File: src/rtl/bsg_nasti_master_resp.sv
// NASTI read-response packer: buffers R beats and emits them as tunnel
// response packets, checking beat counts against burst lengths from AR.

package bsg_nasti_pkg;
  typedef struct packed {
    logic [5:0]  id;
    logic [63:0] data;
    logic        last;
    logic [1:0]  resp;
  } bsg_nasti_r_pkt;

  typedef struct packed {
    logic        last;
    logic [63:0] data;
    logic [5:0]  id;
  } bsg_nasti_sr_pkt;

  typedef logic [$bits(bsg_nasti_sr_pkt)-1:0] bsg_tun_dmx_t;
endpackage

module bsg_nasti_master_resp
  import bsg_nasti_pkg::*;
#(
  parameter int els_p     = 2,
  parameter int len_els_p = 4
) (
  input  logic           clk_i,
  input  logic           reset_i,
  input  logic           nasti_r_valid_i,
  input  bsg_nasti_r_pkt nasti_r_data_i,
  output logic           nasti_r_ready_o,
  input  logic           ar_fire_i,
  input  logic [7:0]     ar_len_i,
  output logic           ar_credit_o,
  output logic           resp_valid_o,
  output bsg_tun_dmx_t   resp_data_o,
  input  logic           resp_yumi_i,
  output logic           err_resp_o,
  output logic           err_proto_o
);

  localparam int ptr_w  = (els_p > 1) ? $clog2(els_p) : 1;
  localparam int cnt_w  = $clog2(els_p + 1);
  localparam int lptr_w = (len_els_p > 1) ? $clog2(len_els_p) : 1;
  localparam int lcnt_w = $clog2(len_els_p + 1);

  function automatic logic [ptr_w-1:0] fifo_inc(input logic [ptr_w-1:0] p);
    return (p == ptr_w'(els_p - 1)) ? '0 : p + ptr_w'(1);
  endfunction

  function automatic logic [lptr_w-1:0] lq_inc(input logic [lptr_w-1:0] p);
    return (p == lptr_w'(len_els_p - 1)) ? '0 : p + lptr_w'(1);
  endfunction

  // beat FIFO
  bsg_nasti_sr_pkt    fifo_mem [els_p];
  logic [ptr_w-1:0]   wptr, rptr;
  logic [cnt_w-1:0]   fcount;

  // outstanding-burst length queue
  logic [7:0]         len_mem [len_els_p];
  logic [lptr_w-1:0]  lwptr, lrptr;
  logic [lcnt_w-1:0]  lcount;

  logic [7:0]         cnt_r;
  logic               err_resp_r, err_proto_r;

  logic r_fire, deq, lq_empty, lq_full, lq_push, lq_pop, cnt_at_len;
  logic overflow, proto_evt;
  bsg_nasti_sr_pkt    in_pkt;

  // Ready and valid come from registered counts only; reset forces them low.
  assign nasti_r_ready_o = ~reset_i & (fcount < cnt_w'(els_p));
  assign resp_valid_o    = ~reset_i & (fcount != '0);
  assign resp_data_o     = bsg_tun_dmx_t'(fifo_mem[rptr]);
  assign ar_credit_o     = ~reset_i & ~lq_full;
  assign err_resp_o      = ~reset_i & err_resp_r;
  assign err_proto_o     = ~reset_i & err_proto_r;

  assign r_fire   = nasti_r_valid_i & nasti_r_ready_o;
  assign deq      = resp_yumi_i & resp_valid_o;
  assign lq_empty = (lcount == '0);
  assign lq_full  = (lcount == lcnt_w'(len_els_p));

  assign in_pkt.last = nasti_r_data_i.last;
  assign in_pkt.data = nasti_r_data_i.data;
  assign in_pkt.id   = nasti_r_data_i.id;

  // A burst ends on either a last beat or the expected final beat,
  // whichever comes first; a mismatch between the two is a violation.
  assign cnt_at_len = (cnt_r == len_mem[lrptr]);
  assign lq_pop     = r_fire & ~lq_empty & (nasti_r_data_i.last | cnt_at_len);
  assign lq_push    = ar_fire_i & (~lq_full | lq_pop);
  assign overflow   = ar_fire_i & lq_full & ~lq_pop;
  assign proto_evt  = overflow
                    | (r_fire & lq_empty)
                    | (r_fire & ~lq_empty & (nasti_r_data_i.last != cnt_at_len));

  // beat FIFO storage
  always_ff @(posedge clk_i) begin
    if (r_fire) fifo_mem[wptr] <= in_pkt;
  end

  // beat FIFO pointers and occupancy
  always_ff @(posedge clk_i) begin
    if (reset_i) begin
      wptr   <= '0;
      rptr   <= '0;
      fcount <= '0;
    end else begin
      if (r_fire) wptr <= fifo_inc(wptr);
      if (deq)    rptr <= fifo_inc(rptr);
      case ({r_fire, deq})
        2'b10:   fcount <= fcount + cnt_w'(1);
        2'b01:   fcount <= fcount - cnt_w'(1);
        default: fcount <= fcount;
      endcase
    end
  end

  // length queue storage
  always_ff @(posedge clk_i) begin
    if (lq_push) len_mem[lwptr] <= ar_len_i;
  end

  // length queue pointers and occupancy
  always_ff @(posedge clk_i) begin
    if (reset_i) begin
      lwptr  <= '0;
      lrptr  <= '0;
      lcount <= '0;
    end else begin
      if (lq_push) lwptr <= lq_inc(lwptr);
      if (lq_pop)  lrptr <= lq_inc(lrptr);
      case ({lq_push, lq_pop})
        2'b10:   lcount <= lcount + lcnt_w'(1);
        2'b01:   lcount <= lcount - lcnt_w'(1);
        default: lcount <= lcount;
      endcase
    end
  end

  // beat counter within the current burst; idle while no burst is queued
  always_ff @(posedge clk_i) begin
    if (reset_i)
      cnt_r <= '0;
    else if (r_fire & ~lq_empty)
      cnt_r <= lq_pop ? 8'd0 : cnt_r + 8'd1;
  end

  // sticky error flags
  always_ff @(posedge clk_i) begin
    if (reset_i) begin
      err_resp_r  <= 1'b0;
      err_proto_r <= 1'b0;
    end else begin
      if (r_fire && nasti_r_data_i.resp != 2'b00) err_resp_r <= 1'b1;
      if (proto_evt) err_proto_r <= 1'b1;
    end
  end

endmodule

File: config.mk
export PLATFORM = sky130hd
export DESIGN_NAME = bsg_nasti_master_resp
export DESIGN_NICKNAME = d
export VERILOG_FILES = /design/src/rtl/bsg_nasti_master_resp.sv
export SDC_FILE = /design/constraint.sdc
export NUM_CORES = 1
export LEC_CHECK = 0
export CAP_MARGIN = 20
export CORE_MARGIN = 10
export CORE_UTILIZATION = 45
export DETAILED_ROUTE_END_ITERATION = 8
export GPL_ROUTABILITY_DRIVEN = 0
export PLACE_DENSITY_LB_ADDON = 0.3
export SLEW_MARGIN = 20
export SYNTH_ARGS = -nofsm -noshare
export SYNTH_HDL_FRONTEND = slang
export SYNTH_SLANG_ARGS = --single-unit
File: constraint.sdc
create_clock -name clk_i -period 8.2 [get_ports clk_i]
set_clock_uncertainty 0.15 [all_clocks]
set_input_delay 1.64 -clock clk_i [delete_from_list [all_inputs] [get_ports clk_i]]
set_output_delay 1.64 -clock clk_i [all_outputs]
set_load 0.02 [all_outputs]
; ---- After elaboration in Yosys (flattened, before gate mapping)
; Memories as Yosys holds them, arrays and structs flattened. A register that Yosys moved wholly into a read port is not among the register bits.
; Index checks and enable logic that the tools add are counted.
[totals]
regBits = 21
latchBits = 0
ram_bits = 174
romBits = 0
in_bits = 86
mem_count = 2
[memory_table]
columns = name, words, word_bits, rd, rd_ports_with_merged_regs, write_ports, line
row1 = fifo_mem, 2, 71, 1, 1, 1, 56  ; bsg_nasti_sr_pkt fifo_mem [els_p];
row2 = len_mem, 4, 8, 1, 1, 1, 61  ; logic [7:0] len_mem [len_els_p];
[classes]
add_sub_neg = 9
multipliers = 0
n_div = 0
order_cmp = 1
eq_ne = 9
n_shift = 0
mux = 15
bitwise = 22
reduce_logical = 6
[ops]
columns = op, n
row1 = 1-bit AND, 14
row2 = 8-bit by 1-bit adder with 8-bit output (second input constant), 1
row3 = 2-bit equality test (second input constant), 4
row4 = 8-bit equality test, 1
row5 = 1-bit two-way mux, 8
row6 = 2-bit two-way mux, 4
row7 = 8-bit two-way mux, 1
row8 = 2-bit nonzero test, 4
row9 = 2-bit by 1-bit adder with 2-bit output (second input constant), 3
row10 = 3-bit case mux with 2 select lines, 1
row11 = 2-bit by 1-bit equality test with 1-bit output (second input constant), 2
row12 = 1-bit NOT, 4
row13 = 1-bit OR, 4
row14 = 2-bit case mux with 2 select lines, 1
row15 = 3-bit by 1-bit adder with 3-bit output (second input constant), 1
row16 = 3-bit equality test (second input constant), 1
row17 = 3-bit zero test, 1
row18 = 3-bit by 1-bit subtractor with 3-bit output (second input constant), 1
row19 = 1-bit adder (second input constant), 2
row20 = 2-bit less-than comparator (second input constant), 1
row21 = 2-bit by 1-bit subtractor with 2-bit output (second input constant), 1
row22 = 1-bit logical AND, 1
row23 = 1-bit != test, 1

; ---- Longest topological paths before layout
; Gate-level depths: netlist (run 1).
[depth]
ltp_word = 9
depth_mapped = 11
depth_no_buf = 10

; ---- Least setup slack after synthesis (run 1)
; Ideal clock, no wire load.
[synth_timing]
path_type = input to register
from = input nasti_r_valid_i
to = memory fifo_mem[0][0] (netlist bit) (enable)
setup_ns = 0.501
arrival_ns = 5.051
path_slack_ns = 2.499
stages = 3
path_buffers = 0
path_cell_list = nor3b_4 -> inv_4 -> nor2_1
[synth_via]
elab_chain_cells = 3
[synth_lines]
columns = element, line
row1 = "start, declared", 29  ; input logic nasti_r_valid_i,
row2 = 1-bit AND, 80  ; assign r_fire = nasti_r_valid_i & nasti_r_ready_o;
row3 = 1-bit two-way mux, 101  ; if (r_fire) fifo_mem[wptr] <= in_pkt;
row4 = 1-bit two-way mux (implied by the code), 101
row5 = "end, declared", 56
; Every way passes these cells.

; ---- Worst setup path after layout (run 1)
[layout_timing]
from = input reset_i
to = output resp_valid_o
[layout_via]
elab_chain_cells = 2
[layout_lines]
columns = element, line
row1 = "start, declared", 28  ; input logic reset_i,
row2 = 1-bit NOT, 74  ; assign resp_valid_o = ~reset_i & (fcount != '0);
row3 = 1-bit AND, 74
row4 = "end, declared", 35  ; output logic resp_valid_o,
; Every way passes these cells.

==> impl_metrics.csv, run 1 <==
group,metric,value,unit
run_status,outcome,"finished clean",
final_layout,drive_above_1_share,20.2,%
placed_design,dp_hpwl,10500,um
clocking,cts.sinks,198,
yosys,synth_nets,504,
clocking,clk_latency,0.42,ns
clocking,root_buffer,"clkbuf_16",
worst_hold_path,hp-start,"lrptr[0]",
routing,antenna_left,0,
worst_hold_path,hold_class,"reg2reg",
floorplanning,die_w,149,um
global_routing,grt_first_pass_wirelength,22900,um
worst_setup_path,cp_top_family,"buffers and inverters",
timing,hold_violations,0,
worst_setup_path,critPathMaxStageDelay,0.84,ns
clocking,cts_buffers,17,
worst_setup_path,crit_arrival,3.54,ns
timing,tightest_slew,1.02,ns
routing,drt_iter0_markers,251,
routing,firstDrtPassIters,4,
worst_setup_path,critical_path.max_fanout,24,
global_routing,grt_use_total,13.4,%
worst_setup_path,worstReg2RegEnd,"len_mem[2][1]",
clocking,path_clk_slew,0.07,ns
floorplanning,rows,47,
placed_design,numPortBuffers,161,
yosys,postSynthCellCount,409,
worst_setup_path,crit_slowest_cell,"clkdlybuf4s50_1",
worst_setup_path,cp.depth,3,
clocking,ctsHoldBuffers,0,
worst_setup_path,crit_end,"resp_valid_o",
final_layout,area_growth,32.2,%
worst_setup_path,crit_chain,"clkdlybuf4s50_1 -> o21ba_2 -> clkdlybuf4s50_1",
yosys,synthDistinctLibCells,39,
worst_setup_path,cp_common_cell,"clkdlybuf4s50_1",
final_layout,diodes,0,
final_layout,layout.cells.non_filler,810,
timing,fin_crit,5.33,ns
global_routing,grt_overflow,0,
global_routing,grt_max_degree,72,
floorplanning,io_pins,162,
clocking,ctsResizeCount,0,
routing,drc,0,
clocking,cts_tree,"done",
timing,period_share,65.0,%
yosys,ys_warn_count,0,
worst_setup_path,cp-end-kind,"primary output",
worst_setup_path,path_buf_inv,2,
yosys,avgSynthCellArea,18.4,um2
worst_setup_path,cp-start-kind,"input pin",
routing,vias,4036,
timing,fin_tns_setup,0,ns
power_and_ir_drop,p_per_area,226,nW/um2
yosys,ys_top_cells_by_area,"edfxtp_1 69%, mux2_2 11%, dfxtp_1 6.4%",
timing,rsz0062_at_grt,"false",
power_and_ir_drop,peakVddDrop,0.158,mV
worst_setup_path,startpoint,"reset_i",
power_and_ir_drop,power.leakage,3.34,nW
yosys,synth_area_leader_cell,"edfxtp_1",
clocking,htreeDepth,4,
yosys,synth_area,7540,um2
timing,setup_violations,0,
global_routing,grt_pass1_vias,4307,
routing,wl,15000,um
routing,wl_per_cell,18.5,um
final_layout,nets,672,
worst_setup_path,cp.required,6.41,ns
floorplanning,core,16500,um2
floorplanning,die_h,149,um
placed_design,dp.cells,778,
worst_setup_path,reg2regPathDepth,8,
routing,viasPerCell,4.98,
floorplanning,die_area,22300,um2
job,maxCapViolCount,0,
yosys,synth_top_area_share,69.3,%
global_routing,antenna_found_initial,0,
worst_setup_path,worst-setup-path-type,"in2out",
timing,fmax,188,MHz
clocking,cts_setup_buffers,0,
yosys,yosysSeqAreaShare,75.7,%
timing,drv_slew,0,
yosys,synth_seq_cells,198,
floorplanning,initial_core_util,45.6,%
clocking,cts_buffer_depth,2,
worst_setup_path,rrSetupSlack,4.34,ns
timing,slew_headroom,32.1,%
## final cells by class
cell class | count | area (um2)
fillers | 1197 | 6560
flip-flops and latches | 198 | 5710
multi-input cells | 188 | 1750
repair buffers | 162 | 1620
clock buffers | 20 | 437
well taps | 220 | 275
clock inverters | 12 | 139
inverters | 10 | 40.0
## how the worst min path moves through the flow
stage,cells past startpoint,to,slack (ns)
2_1_floorplan,2,err_proto_r,0.29
3_3_place_gp,2,lrptr[0],0.33
3_5_place_dp,2,lrptr[0],0.35
4_1_cts,2,err_proto_r,0.38
5_1_grt,2,err_proto_r,0.40
6_report,2,register,0.36
## cell usage after synthesis, drive strengths merged
| cell type | count |
|---|---|
| a31oi | 1 |
| edfxtp | 174 |
| o21bai | 1 |
| or4b | 1 |
| a32o | 1 |
| mux4 | 8 |
| nand2b | 1 |
| a311o | 1 |
| o21ai | 5 |
| nand2 | 6 |
| nor4 | 4 |
| mux2 | 73 |
| buf | 3 |
| nor3 | 2 |
| nor2b | 2 |
| nor2 | 24 |
| xnor2 | 8 |
| clkbuf | 10 |
| or3 | 5 |
| fa | 1 |
| inv | 10 |
| xor2 | 9 |
| nor3b | 2 |
| ha | 8 |
| o21ba | 1 |
| nand3 | 5 |
| a21oi | 6 |
| dfxtp | 24 |
| nand4 | 3 |
| and2 | 6 |
| mux2i | 4 |
## through the flow
step,util [%],hold slack [ns],power (mW),area (um2),setup WS (ns)
detailed placement,56.8,0.352,1.47,9390,2.86
finish,60.3,0.363,2.26,9960,2.87
global route,60.3,0.397,2.34,9960,2.75
global placement,56.8,0.332,1.46,9390,2.89
floorplan,-,0.290,1.33,7540,2.50
CTS,60.3,0.375,2.28,9960,2.86
## layer usage
metal  up-vias  share of wire, %  global-route usage, %
met5         -                 0                      0
met4         0               2.1                   5.05
met3        20               5.7                   4.20
met2       118                50                   22.0
met1      2001                42                   16.1
li1       1897                 -                      -
## worst reg2reg max path, cell delays in order, from the launching register on
cell and delay [ns]:
dfxtp_1 0.64, mux4_2 0.60, xor2_1 0.15, nor4_1 0.41, nand2_1 0.13, ha_1 0.21
or4b_1 0.50, a21oi_2 0.31, and2_1 0.41
## cell usage in the layout (no fill, tap or decap), types with 8 or more instances in the layout
master / netlist / layout
mux4_2: 8 / 8
clkbuf_16: 0 / 17
ha_1: 8 / 8
mux2_2: 72 / 72
xnor2_1: 8 / 8
inv_1: 9 / 9
edfxtp_1: 174 / 174
dfxtp_1: 24 / 23
clkdlybuf4s50_1: 0 / 161
xor2_1: 9 / 9
nor2_1: 24 / 23
## sequential cells by signal, indices dropped and copies added, names as in the netlist, named ones only
signal / cells
cnt_r: 8
err_proto_r: 1
err_resp_r: 1
fcount: 2
fifo_mem: 142
lcount: 3
len_mem: 32
lrptr: 2
lwptr: 2
rptr: 1
wptr: 1
## where the power goes
group          switching (mW)  total [mW]  internal (mW)  leakage [nW]
logic                   0.128       0.274          0.145          1.26
clock network           0.354       0.810          0.456         0.286
registers              0.0255        1.17           1.15          1.79
## cell families after synthesis
group                      share of synthesized area (%)
AOI/OAI and AO/OA                                   1.36
xor gates and xnor gates                            1.98
adders and majority gates                           1.59
buffers and inverters                               1.26
DFF                                                 75.7
muxes                                               13.8
and+or+nand+nor                                     4.28
(Power assumes the default switching activity.)
==> run 2, diff against run 1 <==
==> constraint.sdc (replaced) <==
create_clock -name clk_i -period 4.81 [get_ports clk_i]
set_clock_uncertainty 0.15 [all_clocks]
set_input_delay 0.962 -clock clk_i [delete_from_list [all_inputs] [get_ports clk_i]]
set_output_delay 0.962 -clock clk_i [all_outputs]
set_load 0.02 [all_outputs]
==> run 2 against run 1 <==
Sequential share of layout area shrank 0.22 points. Critical endpoint unchanged. Clock-buffer cell count shrank 3. Critical path depth is the same. Highest routed layer is now met5. Sequential cell count is the same.
==> impl_metrics.csv, run 2 (same netlist as run 1, synthesis figures left out) <==
group,metric,value,unit
power_and_ir_drop,p_comb_share,12.3,%
final_layout,nets,676,
clocking,root_buffer,"clkbuf_16",
routing,wl,15500,um
placed_design,placedInstanceArea,9430,um2
floorplanning,die_area,22300,um2
global_routing,grt_first_pass_wirelength,23400,um
timing,drv_slew,0,
placed_design,dp_hpwl,11000,um
global_routing,grt_pass1_vias,4294,
power_and_ir_drop,power.net_switching,889,uW
timing,fin_crit,3.74,ns
final_layout,top_regs,"fifo_mem: 142 flops, len_mem: 32 flops, cnt_r: 8 flops",
final_layout,largest_reg_flops,142,
routing,drt_iter0_markers,219,
worst_setup_path,crit_arrival,2.63,ns
placed_design,numPortBuffers,161,
clocking,htreeDepth,4,
worst_setup_path,cp_top_family,"buffers and inverters",
timing,slew_headroom,35.5,%
worst_setup_path,crit_chain,"clkdlybuf4s50_1 -> o21ba_2 -> clkdlybuf4s50_1",
timing,fin_tns_setup,0,ns
floorplanning,initial_core_util,45.6,%
floorplanning,die_h,149,um
routing,viasPerCell,4.98,
power_and_ir_drop,pwr-share-seq,52.3,%
global_routing,antenna_found_initial,1,
global_routing,grt_use_total,13.7,%
clocking,ctsResizeCount,0,
clocking,cts_buffer_depth,2,
worst_setup_path,rrSetupSlack,1.11,ns
worst_setup_path,critical_path.max_fanout,14,
clocking,path_clk_slew,0.07,ns
floorplanning,core,16500,um2
worst_hold_path,hold_class,"reg2reg",
routing,drc,0,
worst_setup_path,cp-start-kind,"input pin",
global_routing,grt_max_degree,72,
floorplanning,io_pins,162,
worst_setup_path,crit_slowest_cell,"clkdlybuf4s50_1",
power_and_ir_drop,p_per_area,382,nW/um2
timing,rsz0062_at_grt,"false",
floorplanning,rows,47,
worst_setup_path,worstReg2RegEnd,"len_mem[0][6]",
clocking,cts_tree,"done",
worst_hold_path,whs_path_depth,2,
timing,worst_slack,1.07,ns
clocking,cts_setup_buffers,0,
routing,vias,4056,
final_layout,final_util,60.5,%
worst_setup_path,path_buf_inv,2,
power_and_ir_drop,switching_share,23.3,%
floorplanning,die_w,149,um
worst_setup_path,critPathMaxStageDelay,0.68,ns
timing,tightest_slew,0.968,ns
final_layout,diodes,0,
worst_setup_path,cp-end-kind,"primary output",
final_layout,mostFrequentLayoutCell,"edfxtp_1",
clocking,cts.sinks,198,
worst_setup_path,worst-setup-path-type,"in2out",
worst_setup_path,reg2regPathDepth,8,
worst_hold_path,hp-start,"err_proto_r",
clocking,ctsHoldBuffers,0,
routing,wl_per_cell,19.1,um
timing,whs,0.325,ns
job,maxCapViolCount,0,
power_and_ir_drop,peakVddDrop,0.243,mV
final_layout,largest_register,"fifo_mem",
power_and_ir_drop,p_int,2.93,mW
global_routing,grt_overflow,0,
final_layout,fillers,1210,
final_layout,drive_above_1_share,20.9,%
final_layout,area_growth,32.7,%
routing,firstDrtPassIters,4,
routing,antenna_left,0,
timing,setup_violations,0,
power_and_ir_drop,p_clk_share,35.4,%
clocking,clk_latency,0.43,ns
worst_setup_path,cp_common_cell,"clkdlybuf4s50_1",
timing,hold_violations,0,
worst_setup_path,cp.required,3.70,ns
clocking,cts_buffers,17,
timing,period_share,77.7,%
placed_design,place_ws,1.04,ns
final_layout,mostFrequentLayoutCells,"174 x edfxtp_1, 161 x clkdlybuf4s50_1, 72 x mux2_2",
timing,fmax,268,MHz
run_status,outcome,"finished clean",
power_and_ir_drop,power.leakage,3.36,nW
final_layout,post-route-cell-area,10000,um2
worst_hold_path,worstHoldEndpoint,"err_proto_r",
run 2: worst max-delay path by stage:
| stage | slack [ns] | cells after the start | end | startpoint |
|---|---|---|---|---|
| 2_1_floorplan | 0.99 | 3 | fifo_mem[0][0] | nasti_r_valid_i |
| 3_3_place_gp | 1.08 | 3 | resp_valid_o | reset_i |
| 3_5_place_dp | 1.04 | 8 | len_mem[0][6] | register |
| 4_1_cts | 1.04 | 8 | len_mem[3][3] | register |
| 5_1_grt | 0.80 | 8 | len_mem[1][2] | register |
| 6_report | 1.07 | 3 | resp_valid_o | reset_i |
run 2: tightest hold or removal path, delay by kind of cell, from the launching register on:
kind	cells	cell delay [ns]
AOI/OAI and AO/OA	1	0.07
buffers and inverters	1	0.06
DFF	1	0.30
run 2: layer usage:
layer,track usage (%),vias up,wire length (um)
met5,0,-,10
met4,5.45,2,230
met3,3.47,18,920
met2,22.7,123,7810
met1,16.7,2000,6540
li1,-,1913,-
run 2: through the flow:
step	power, mW	std cells
2_1_floorplan	2.27	409
3_3_place_gp	2.50	782
3_5_place_dp	2.51	782
4_1_cts	3.86	814
5_1_grt	3.96	814
6_report	3.82	814
run 2: power by group through the flow:
stage	clock, mW	combinational [mW]	sequential, mW
after global routing	1.45	0.504	2.01
after CTS	1.38	0.478	2.00
after detailed placement	0	0.475	2.04
final	1.35	0.470	2.00
after floorplan	0	0.253	2.01
after global placement	0	0.465	2.03
run 2: final cells by class:
| cell class | instances | area, um2 | share of cell area [%] |
|---|---|---|---|
| Timing Repair Buffer | 166 | 1660 | 16.6 |
| Multi-Input combinational cell | 188 | 1750 | 17.5 |
| Inverter | 10 | 40.0 | 0.400 |
| Clock buffer | 17 | 425 | 4.25 |
| Sequential cell | 198 | 5710 | 57.1 |
| Clock inverter | 15 | 145 | 1.45 |
| Tap cell | 220 | 275 | 2.75 |
